==> config.mk <==
export PLATFORM = sky130hd
export DESIGN_NAME = episode_controller
export DESIGN_NICKNAME = d
export VERILOG_FILES = /design/src/rtl/qlearn_pkg.sv /design/src/rtl/grid_step.sv /design/src/rtl/episode_controller.sv
export SDC_FILE = /design/constraint.sdc
export NUM_CORES = 1
export LEC_CHECK = 0
export ABC_AREA = 1
export BUFFER_PORTS_ARGS = -buffer_cell sky130_fd_sc_hd__buf_2
export CAP_MARGIN = 10
export CORE_MARGIN = 2
export CORE_UTILIZATION = 52
export DETAILED_ROUTE_END_ITERATION = 16
export PLACE_DENSITY = 0.76
export SYNTH_ARGS = -nofsm -noshare
export SYNTH_HDL_FRONTEND = slang
export SYNTH_HIERARCHICAL = 1
export SYNTH_SLANG_ARGS = --single-unit
==> constraint.sdc <==
create_clock -name clk -period 4.05 [get_ports clk]
set_input_delay 0.81 -clock clk [delete_from_list [all_inputs] [get_ports clk]]
set_output_delay 0.81 -clock clk [all_outputs]
set_load 0.05 [all_outputs]
==> src/rtl/qlearn_pkg.sv <==
// Shared grid, reward and FSM definitions for the Q-learning environment.
// STEP_PENALTY_EN selects a -1.0 reward on every non-terminal step.
package qlearn_pkg;

  localparam int GRID_DIM   = 5;
  localparam int NUM_STATES = 25;
  localparam int GOAL_STATE = 25;

  // bit (s-1) set for pit cells 3,4,7,13,14,17,19,22
  localparam logic [24:0] PIT_MASK = 25'h025304C;

  localparam logic [15:0] REWARD_GOAL = 16'h6400;
  localparam logic [15:0] REWARD_PIT  = 16'h9C00;
`ifdef STEP_PENALTY_EN
  localparam logic [15:0] REWARD_STEP = 16'hFF00;
`else
  localparam logic [15:0] REWARD_STEP = 16'h0000;
`endif

  typedef enum logic [1:0] {
    ACT_UP    = 2'd0,
    ACT_RIGHT = 2'd1,
    ACT_DOWN  = 2'd2,
    ACT_LEFT  = 2'd3
  } action_t;

  typedef enum logic [2:0] {
    ST_IDLE     = 3'd0,
    ST_RESTART  = 3'd1,
    ST_WAIT_ACT = 3'd2,
    ST_STEP     = 3'd3,
    ST_DONE     = 3'd4
  } state_t;

  // 5*row + col + 1 by shift-add
  function automatic logic [5:0] cell_of(
    input logic [2:0] row,
    input logic [2:0] col
  );
    return {1'b0, row, 2'b00} + {3'b000, row}
         + {3'b000, col} + 6'd1;
  endfunction

endpackage

==> src/rtl/grid_step.sv <==
// Combinational move on the 5x5 grid: row/col/action -> new row/col/cell.
// Ports: row, col, act in; new_row, new_col, new_cell, is_pit, is_goal out.
module grid_step
  import qlearn_pkg::*;
(
  input  logic [2:0] row,
  input  logic [2:0] col,
  input  action_t    act,
  output logic [2:0] new_row,
  output logic [2:0] new_col,
  output logic [5:0] new_cell,
  output logic       is_pit,
  output logic       is_goal
);

  localparam logic [2:0] LAST = 3'(GRID_DIM - 1);

  logic [4:0] idx;

  // a move off the grid leaves the cell unchanged
  always_comb begin
    new_row = row;
    new_col = col;
    unique case (1'b1)
      act == ACT_UP:
        if (row != 3'd0) new_row = row - 3'd1;
      act == ACT_RIGHT:
        if (col != LAST) new_col = col + 3'd1;
      act == ACT_DOWN:
        if (row != LAST) new_row = row + 3'd1;
      act == ACT_LEFT:
        if (col != 3'd0) new_col = col - 3'd1;
    endcase
  end

  assign new_cell = cell_of(new_row, new_col);
  assign idx      = 5'(new_cell - 6'd1);
  assign is_pit   = PIT_MASK[idx];
  assign is_goal  = new_cell == 6'(GOAL_STATE);

endmodule

==> src/rtl/episode_controller.sv <==
// Grid-world episode sequencer: takes agent moves, returns state/reward.
// Ports: clk, rst, start, act_valid, action in; act_ready, en, next_state,
// next_reward, step_valid, restart, episode_end, timeout, episode_count,
// done out. Macro STEP_PENALTY_EN enables the -1.0 step reward.
module episode_controller
  import qlearn_pkg::*;
#(
  parameter int MAX_STEPS    = 64,
  parameter int NUM_EPISODES = 1000,
  parameter int START_STATE  = 1
) (
  input  logic        clk,
  input  logic        rst,
  input  logic        start,
  input  logic        act_valid,
  input  logic [1:0]  action,
  output logic        act_ready,
  output logic        en,
  output logic [5:0]  next_state,
  output logic [15:0] next_reward,
  output logic        step_valid,
  output logic        restart,
  output logic        episode_end,
  output logic        timeout,
  output logic [15:0] episode_count,
  output logic        done
);

  localparam logic [2:0] START_ROW =
    3'((START_STATE - 1) / GRID_DIM);
  localparam logic [2:0] START_COL =
    3'((START_STATE - 1) % GRID_DIM);

  state_t      state_q, state_d;
  logic [2:0]  row_q, row_d;
  logic [2:0]  col_q, col_d;
  logic [7:0]  step_q, step_d;
  logic [5:0]  ns_q, ns_d;
  logic [15:0] rw_q, rw_d;
  logic [15:0] cnt_q, cnt_d;
  logic        sv_q, sv_d;
  logic        rs_q, rs_d;
  logic        ee_q, ee_d;
  logic        to_q, to_d;

  logic [2:0]  g_row, g_col;
  logic [5:0]  g_cell;
  logic        g_pit, g_goal;
  logic [7:0]  step_inc;
  logic        limit_hit;
  logic        load_start;
  logic [15:0] reward;

  grid_step u_grid (
    .row      (row_q),
    .col      (col_q),
    .act      (action_t'(action)),
    .new_row  (g_row),
    .new_col  (g_col),
    .new_cell (g_cell),
    .is_pit   (g_pit),
    .is_goal  (g_goal)
  );

  assign step_inc  = step_q + 8'd1;
  assign limit_hit = step_inc == 8'(MAX_STEPS);

  always_comb begin
    unique case (1'b1)
      g_goal:  reward = REWARD_GOAL;
      g_pit:   reward = REWARD_PIT;
      default: reward = REWARD_STEP;
    endcase
  end

  // step results are registered at the handshake edge so they are
  // visible during STEP, ahead of a possible restart on the next cycle
  always_comb begin
    state_d    = state_q;
    row_d      = row_q;
    col_d      = col_q;
    step_d     = step_q;
    ns_d       = ns_q;
    rw_d       = rw_q;
    cnt_d      = cnt_q;
    sv_d       = 1'b0;
    rs_d       = 1'b0;
    ee_d       = 1'b0;
    to_d       = 1'b0;
    load_start = 1'b0;
    unique case (state_q)
      ST_IDLE: begin
        if (start) load_start = 1'b1;
      end
      ST_RESTART: begin
        state_d = ST_WAIT_ACT;
      end
      ST_WAIT_ACT: begin
        if (act_valid) begin
          state_d = ST_STEP;
          row_d   = g_row;
          col_d   = g_col;
          step_d  = step_inc;
          ns_d    = g_cell;
          rw_d    = reward;
          sv_d    = 1'b1;
          ee_d    = g_pit | g_goal | limit_hit;
          to_d    = limit_hit & ~g_pit & ~g_goal;
          if (g_pit | g_goal | limit_hit)
            cnt_d = cnt_q + 16'd1;
        end
      end
      ST_STEP: begin
        if (!ee_q)
          state_d = ST_WAIT_ACT;
        else if (cnt_q == 16'(NUM_EPISODES))
          state_d = ST_DONE;
        else
          load_start = 1'b1;
      end
      ST_DONE: begin
        if (start) begin
          load_start = 1'b1;
          cnt_d      = 16'd0;
        end
      end
      default: state_d = ST_IDLE;
    endcase
    if (load_start) begin
      state_d = ST_RESTART;
      row_d   = START_ROW;
      col_d   = START_COL;
      step_d  = 8'd0;
      ns_d    = 6'(START_STATE);
      rw_d    = 16'd0;
      rs_d    = 1'b1;
    end
  end

  always_ff @(posedge clk) begin
    if (rst) begin
      state_q <= ST_IDLE;
      row_q   <= 3'd0;
      col_q   <= 3'd0;
      step_q  <= 8'd0;
      ns_q    <= 6'd0;
      rw_q    <= 16'd0;
      cnt_q   <= 16'd0;
      sv_q    <= 1'b0;
      rs_q    <= 1'b0;
      ee_q    <= 1'b0;
      to_q    <= 1'b0;
    end else begin
      state_q <= state_d;
      row_q   <= row_d;
      col_q   <= col_d;
      step_q  <= step_d;
      ns_q    <= ns_d;
      rw_q    <= rw_d;
      cnt_q   <= cnt_d;
      sv_q    <= sv_d;
      rs_q    <= rs_d;
      ee_q    <= ee_d;
      to_q    <= to_d;
    end
  end

  assign act_ready     = state_q == ST_WAIT_ACT;
  assign en            = (state_q != ST_IDLE) && (state_q != ST_DONE);
  assign done          = state_q == ST_DONE;
  assign next_state    = ns_q;
  assign next_reward   = rw_q;
  assign step_valid    = sv_q;
  assign restart       = rs_q;
  assign episode_end   = ee_q;
  assign timeout       = to_q;
  assign episode_count = cnt_q;

endmodule
### Word level (Yosys, flattened, before mapping)

Memories as Yosys holds them, arrays and structs flattened.
Cells that the tools add are included.

| storage, ports and cells | value |
|---|---|
| memories | 1 |
| output and inout bits | 45 |
| memory bits (read-only) | 32 |
| register bits after elaboration | 59 |
| logic and storage cells | 98 |
| bits of input ports | 6 |

| operators by class | value |
|---|---|
| bitwise logic cells | 9 |
| equality and inequality tests | 20 |
| muxes and demuxes | 26 |
| $add $sub $neg | 10 |
| reduce and logical (&&, ||, !) cells | 18 |
| $lt $le $gt $ge | 1 |

Memories:

| name | words | width | read ports | clocked after Yosys merged registers in | wr ports | line | source |
|---|---|---|---|---|---|---|---|
| (no name shown) | 32 | 1 | 1 | 0 | 0 | grid_step.sv:38 | `assign is_pit = PIT_MASK[idx];` |

Operators by type and width:

| cell | number |
|---|---|
| 16-bit one-hot mux with 2 select lines | 2 |
| 16-bit two-way mux | 3 |
| 3-bit two-way mux | 7 |
| 16-bit by 1-bit adder with 16-bit output (second input constant) | 1 |
| 16-bit by 10-bit == test with 1-bit output (second input constant) | 1 |
| 3-bit inequality test (second input constant) | 4 |
| 3-bit one-hot mux with 2 select lines | 2 |
| 3-bit one-hot mux with 4 select lines | 1 |
| 1-bit two-way mux | 10 |
| 3-bit nonzero test | 3 |
| 8-bit by 1-bit adder with 8-bit output (second input constant) | 1 |
| 8-bit by 7-bit == test with 1-bit output (second input constant) | 1 |
| 3-bit by 1-bit adder with 3-bit output (second input constant) | 2 |
| 5-bit by 3-bit adder with 6-bit output | 1 |
| 6-bit by 1-bit adder with 6-bit output (second input constant) | 1 |
| 6-bit by 3-bit adder with 6-bit output | 1 |
| 3-bit by 2-bit == test with 1-bit output (second input constant) | 2 |
| 6-bit by 5-bit == test with 1-bit output (second input constant) | 1 |
| 5-bit by 6-bit < comparator with 1-bit output (second input constant) | 1 |
| 3-bit AND reduction | 2 |
| 2-bit nonzero test | 3 |
| 2-bit OR reduction | 3 |
| 3-bit by 1-bit subtractor with 3-bit output (second input constant) | 2 |
| 1-bit inverter | 5 |
| other kinds (18) | 24 |

### Depth between registers and ports, before layout

| logic depth | value |
|---|---|
| word-level depth | 14 |
| depth in mapped cells | 28 |
| gate-level depth less buffers | 27 |

### By module

The synthesis kept the hierarchy.

Modules (own cells, without submodules):

| module | area each (µm²) | times used | cells each | sequential area each (µm²) |
|---|---|---|---|---|
| episode_controller | 2,544.9 | 1 | 376 | 920.9 |
| grid_step | 805.8 | 1 | 123 | 0.0 |

### Least setup slack after synthesis

No wires, ideal clock.

| path | value |
|---|---|
| path kind | input -> register |
| start | input action[0] |
| end | register cnt_q[2], in the netlist episode_count[2] |
| data required time | 3.934 ns |
| stages on the path | 23 |
| path slack | -0.069 ns |
| library setup time | 0.116 ns |
| arrival | 4.003 ns |
| path buffers | 2 |
| cells stage by stage | nor2_2 nand2_2 o211ai_4 inv_2 fa_1 inv_1 fa_1 inv_1 nand3_1 xnor2_1 inv_1 nor3_1 nor2_1 nand3_1 nand2_1 nor2_1 nand2_1 nand2_1 nand2_2 buf_6 buf_12 a21oi_2 nor2_1 |

| between the ends | value |
|---|---|
| longest elaborated chain between the ends | 12 |
| elaborated cells on any way between the ends | 17 |
| classes of those cells | add/sub (4); eq/ne (5); mux (3); bitwise (2); reduce/logical (2); memory (1) |

RTL lines:

| what | line | source |
|---|---|---|
| start, declared | episode_controller.sv:16 | `input logic [1:0] action,` |
| 2-bit == test / 2-bit zero test (equally long branches) | grid_step.sv:29, grid_step.sv:25 |  |
| 3-bit one-hot mux with 2 select lines (*) | grid_step.sv:24 | `unique case (1'b1)` |
| named net g_row[2] | episode_controller.sv:46 | `logic [2:0] g_row, g_col;` |
| 5-bit by 3-bit adder with 6-bit output (*) | qlearn_pkg.sv:40 | `return {1'b0, row, 2'b00} + {3'b000, row}` |
| 6-bit by 3-bit adder with 6-bit output (*) | qlearn_pkg.sv:41 | `+ {3'b000, col} + 6'd1;` |
| 6-bit by 1-bit adder with 6-bit output (*) | qlearn_pkg.sv:41 |  |
| named net g_cell[2] | episode_controller.sv:47 | `logic [5:0] g_cell;` |
| 5-bit by 1-bit subtractor with 5-bit output (*) | grid_step.sv:37 | `assign idx = 5'(new_cell - 6'd1);` |
| memory 32 x 1 bit (*) | n/a |  |
| 1-bit two-way mux (implied by the code) (*) | grid_step.sv:38 |  |
| named net g_pit | episode_controller.sv:48 | `logic g_pit, g_goal;` |
| 1-bit bitwise OR (*) (2 in series) | episode_controller.sv:109 | `if (g_pit \| g_goal \| limit_hit)` |
| 2-bit by 1-bit inequality test with 1-bit output (no source line) (*) | n/a |  |
| 4-bit AND reduction (no source line) (*) | n/a |  |
| end signal, assigned | episode_controller.sv:160 | `cnt_q <= cnt_d;` |
| end, declared | episode_controller.sv:40 | `logic [15:0] cnt_q, cnt_d;` |

The timed path passes the listed nets; every way through them passes the cells marked *. The select of a mux whose other input is x is not followed.
A chain may end at the register's enable or synchronous reset.

### Worst setup path in the final report

| path | value |
|---|---|
| start | input action[1] |
| end | register cnt_q[5], in the netlist episode_count[5] |

The elaborated chain is that of the path after synthesis.

==> results.cfg <==
[run_status]
status = finished, final reports clean

[critical_path]
critPathKind = in -> reg
startpoint_type = primary input
cp_cell_sequence = clkbuf_4, inv_1, nor3_2, o21ai_1, o211ai_4, inv_2, fa_1, inv_1, fa_2, inv_2, nand3_1, xnor2_1, inv_1, a211oi_2, nand3_1, nand2_2, nor2_4, nand2_2, nand2_2, nand2_4, clkbuf_16, nand3_1, nand2_1, nor2_1
path_max_fanout = 6
crit_cells = 24
critPathTopFamily = adder cells
cp_num_buf_inv = 7
rr_worst_depth = 25
cp.arrival_ns = 4.07
end_kind = flip-flop
cp.required_ns = 4.25
cp_slowest_cell = fa_2
critPathMaxStageDelay_ns = 0.54

[detailed_routing]
wl_per_cell_um = 12.3
viasPerCell = 5.24
drt_iter0_drc = 185
drtPass1Iterations = 5
num_vias = 3313
drc_errors = 0
ant_nets = 0
wirelength_mm = 7.76

[layout]
multi_input_area_um2 = 2180
num-fill-cells = 593
drive_above_1_share = 0.265
seq_area_um2 = 922
fin_area_um2 = 3960
layout_common_cells = nand2_1, nand3_1, nor2_1, dfxtp_1, inv_1
fin_util = 0.631
final_common_cell = nand2_1
diodes = 0
fin_nets = 580
syn_to_final_growth_pct = 18.1

[yosys]
synthArstFlopShare = 0
ys_warn_count = 6
synth_area_um2 = 3350
synthFlopType = dfxtp_1
synth-seq-area-share = 0.275
avgSynthCellArea_um2 = 6.71
yosys.cell_types.count = 42
synth_edf_count = 0
synth_cells = 499
ys_ff_latch = 46

[floorplan]
start_util = 0.534
die_h_um = 84.3
num_rows = 29
dieArea_um2 = 7100
core_um2 = 6280
die_w_um = 84.3
ios = 51

[global_route]
grt_pass1_vias = 2840
overflow = 0
grt_first_pass_wirelength_mm = 12.5
grt_use_total = 0.208
grt_max_degree = 30
antenna_found_initial = 0

[timing]
setup_slack_ns = 0.180
fin_crit_ns = 3.87
slew_viol_final = 0
setup_viol = 0
relSlewSlack = 0.585
hold_viol = 0
holdWs_ns = 0.465
worst_slew_pin_slew_ns = 0.621
finalCritPeriodShare = 0.956
max_freq_mhz = 258
fin_skew_ns = 0.00395

[cts]
root_buffer = clkbuf_8
cts_buffers = 5
cts_max_level = 2
cts_tree = done
cts.sinks = 46
clock_path_buffers = 2
cts.clk_slew.worst_paths_ns = 0.09
clk_latency_ns = 0.30

[power_and_ir_drop]
clkPwrFrac = 0.287
seqPwrFrac = 0.461
pwr-share-comb = 0.252
power.density_nw_per_um2 = 262
p_sw_mw = 0.346
swShare = 0.334
p_int_mw = 0.691
power_mw = 1.04
ir_drop_mv = 0.174
leakage_nw = 1.81

[run]
drv_cap = 0

[place]
place_ws_ns = -0.223
portBuffers = 40
placedInstanceArea_um2 = 3660
dpl.hpwl_mm = 5.52
gp_congestion = 0.879

[min_path]
whs_path_depth = 2
hp-class = reg -> reg
## worst reg2reg max path, stage by stage, from the launching register on
cell and delay, ns:
dfxtp_1 0.34, inv_1 0.15, ha_4 0.19, nand2_2 0.07, nand2_2 0.09, nand2_1 0.07
xor2_1 0.14, buf_4 0.15, fa_1 0.47, inv_1 0.06, fa_2 0.54, inv_2 0.04
nand3_1 0.09, xnor2_1 0.14, inv_1 0.11, a211oi_2 0.21, nand3_1 0.12, nand2_2 0.12
nor2_4 0.04, nand2_2 0.07, nand2_2 0.06, nand2_4 0.13, clkbuf_16 0.16, nand3_1 0.06
nand2_1 0.09, nor2_1 0.05
## path summary, 6_finish.rpt
check / startpoint / end / slack (ns)
min reg2reg: next_state[3]$_SDFFE_PP0P_ / next_state[3]$_SDFFE_PP0P_ / 0.46
max reg2reg: row_q[0]$_SDFFE_PP0P_ / episode_count[5]$_SDFFE_PP0P_ / 0.21
max: action[1] / episode_count[5]$_SDFFE_PP0P_ / 0.18
min: next_state[3]$_SDFFE_PP0P_ / next_state[3]$_SDFFE_PP0P_ / 0.46
## cell type report
type / instances / area share
timing repair buffer: 67 / 0.116
clock inverter: 1 / 0.00126
inverter: 56 / 0.0540
multi-input combinational: 378 / 0.550
clock buffer: 7 / 0.0218
sequential: 46 / 0.233
tap: 77 / 0.0243
## power groups by stage
stage               sequential [mW]  combinational [mW]  clock, mW
global placement              0.488               0.228          0
detailed placement            0.488               0.231          0
floorplan                     0.518               0.152          0
CTS                           0.478               0.232      0.303
finish                        0.478               0.262      0.298
global route                  0.480               0.284      0.315
## logic make-up after synthesis
family | Yosys count | synth area share
buf+inv | 84 | 0.123
mux | 1 | 0.00299
xor+xnor | 13 | 0.0340
simple gates | 276 | 0.377
other cells | 1 | 0.00112
fa+ha+maj | 20 | 0.0792
flops | 46 | 0.275
compound gates | 58 | 0.108
## synth_stat cells, types with 6 or more instances
master      n  share of area
inv_2       7         0.0078
dfxtp_1    46           0.27
a21oi_1    31          0.046
nor2_1     53          0.059
ha_1       18          0.067
inv_1      48          0.054
clkbuf_1    7         0.0078
nand2_2     7          0.013
xnor2_1     6          0.016
xor2_1      7          0.018
o21ai_0     6         0.0090
buf_4      14          0.031
nand4_1     9          0.017
nand2_1   127           0.14
nand3_1    53          0.079
a21oi_2    11          0.029
## sequential cells by signal (all words and copies together) (netlist names)
signal,count
step_valid,1
row_q,3
episode_count,16
episode_end,1
col_q,3
timeout,1
step_q,8
next_state,6
state_q,3
restart,1
next_reward,3
## metal layers
layer,track usage,part of all wire,vias up
li1,-,-,1689
met5,0,0,-
met4,0.0645,0.0063,0
met3,0.0216,0.049,6
met1,0.280,0.46,1529
met2,0.350,0.49,89
## stage by stage
stage / TNS (ns) / instances
CTS: 0 / 627
finish: 0 / 632
detailed placement: -3.10 / 619
global route: -0.144 / 632
global placement: -1.33 / 619
floorplan: 0 / 508
## what timing repair did
action / CTS / global route
setup endpoints to repair: 0 / 17
resized for setup: 0 / 40
hold buffers: 0 / 0
setup buffers: 0 / 3
No activity file was read; power rests on OpenSTA's default activity.
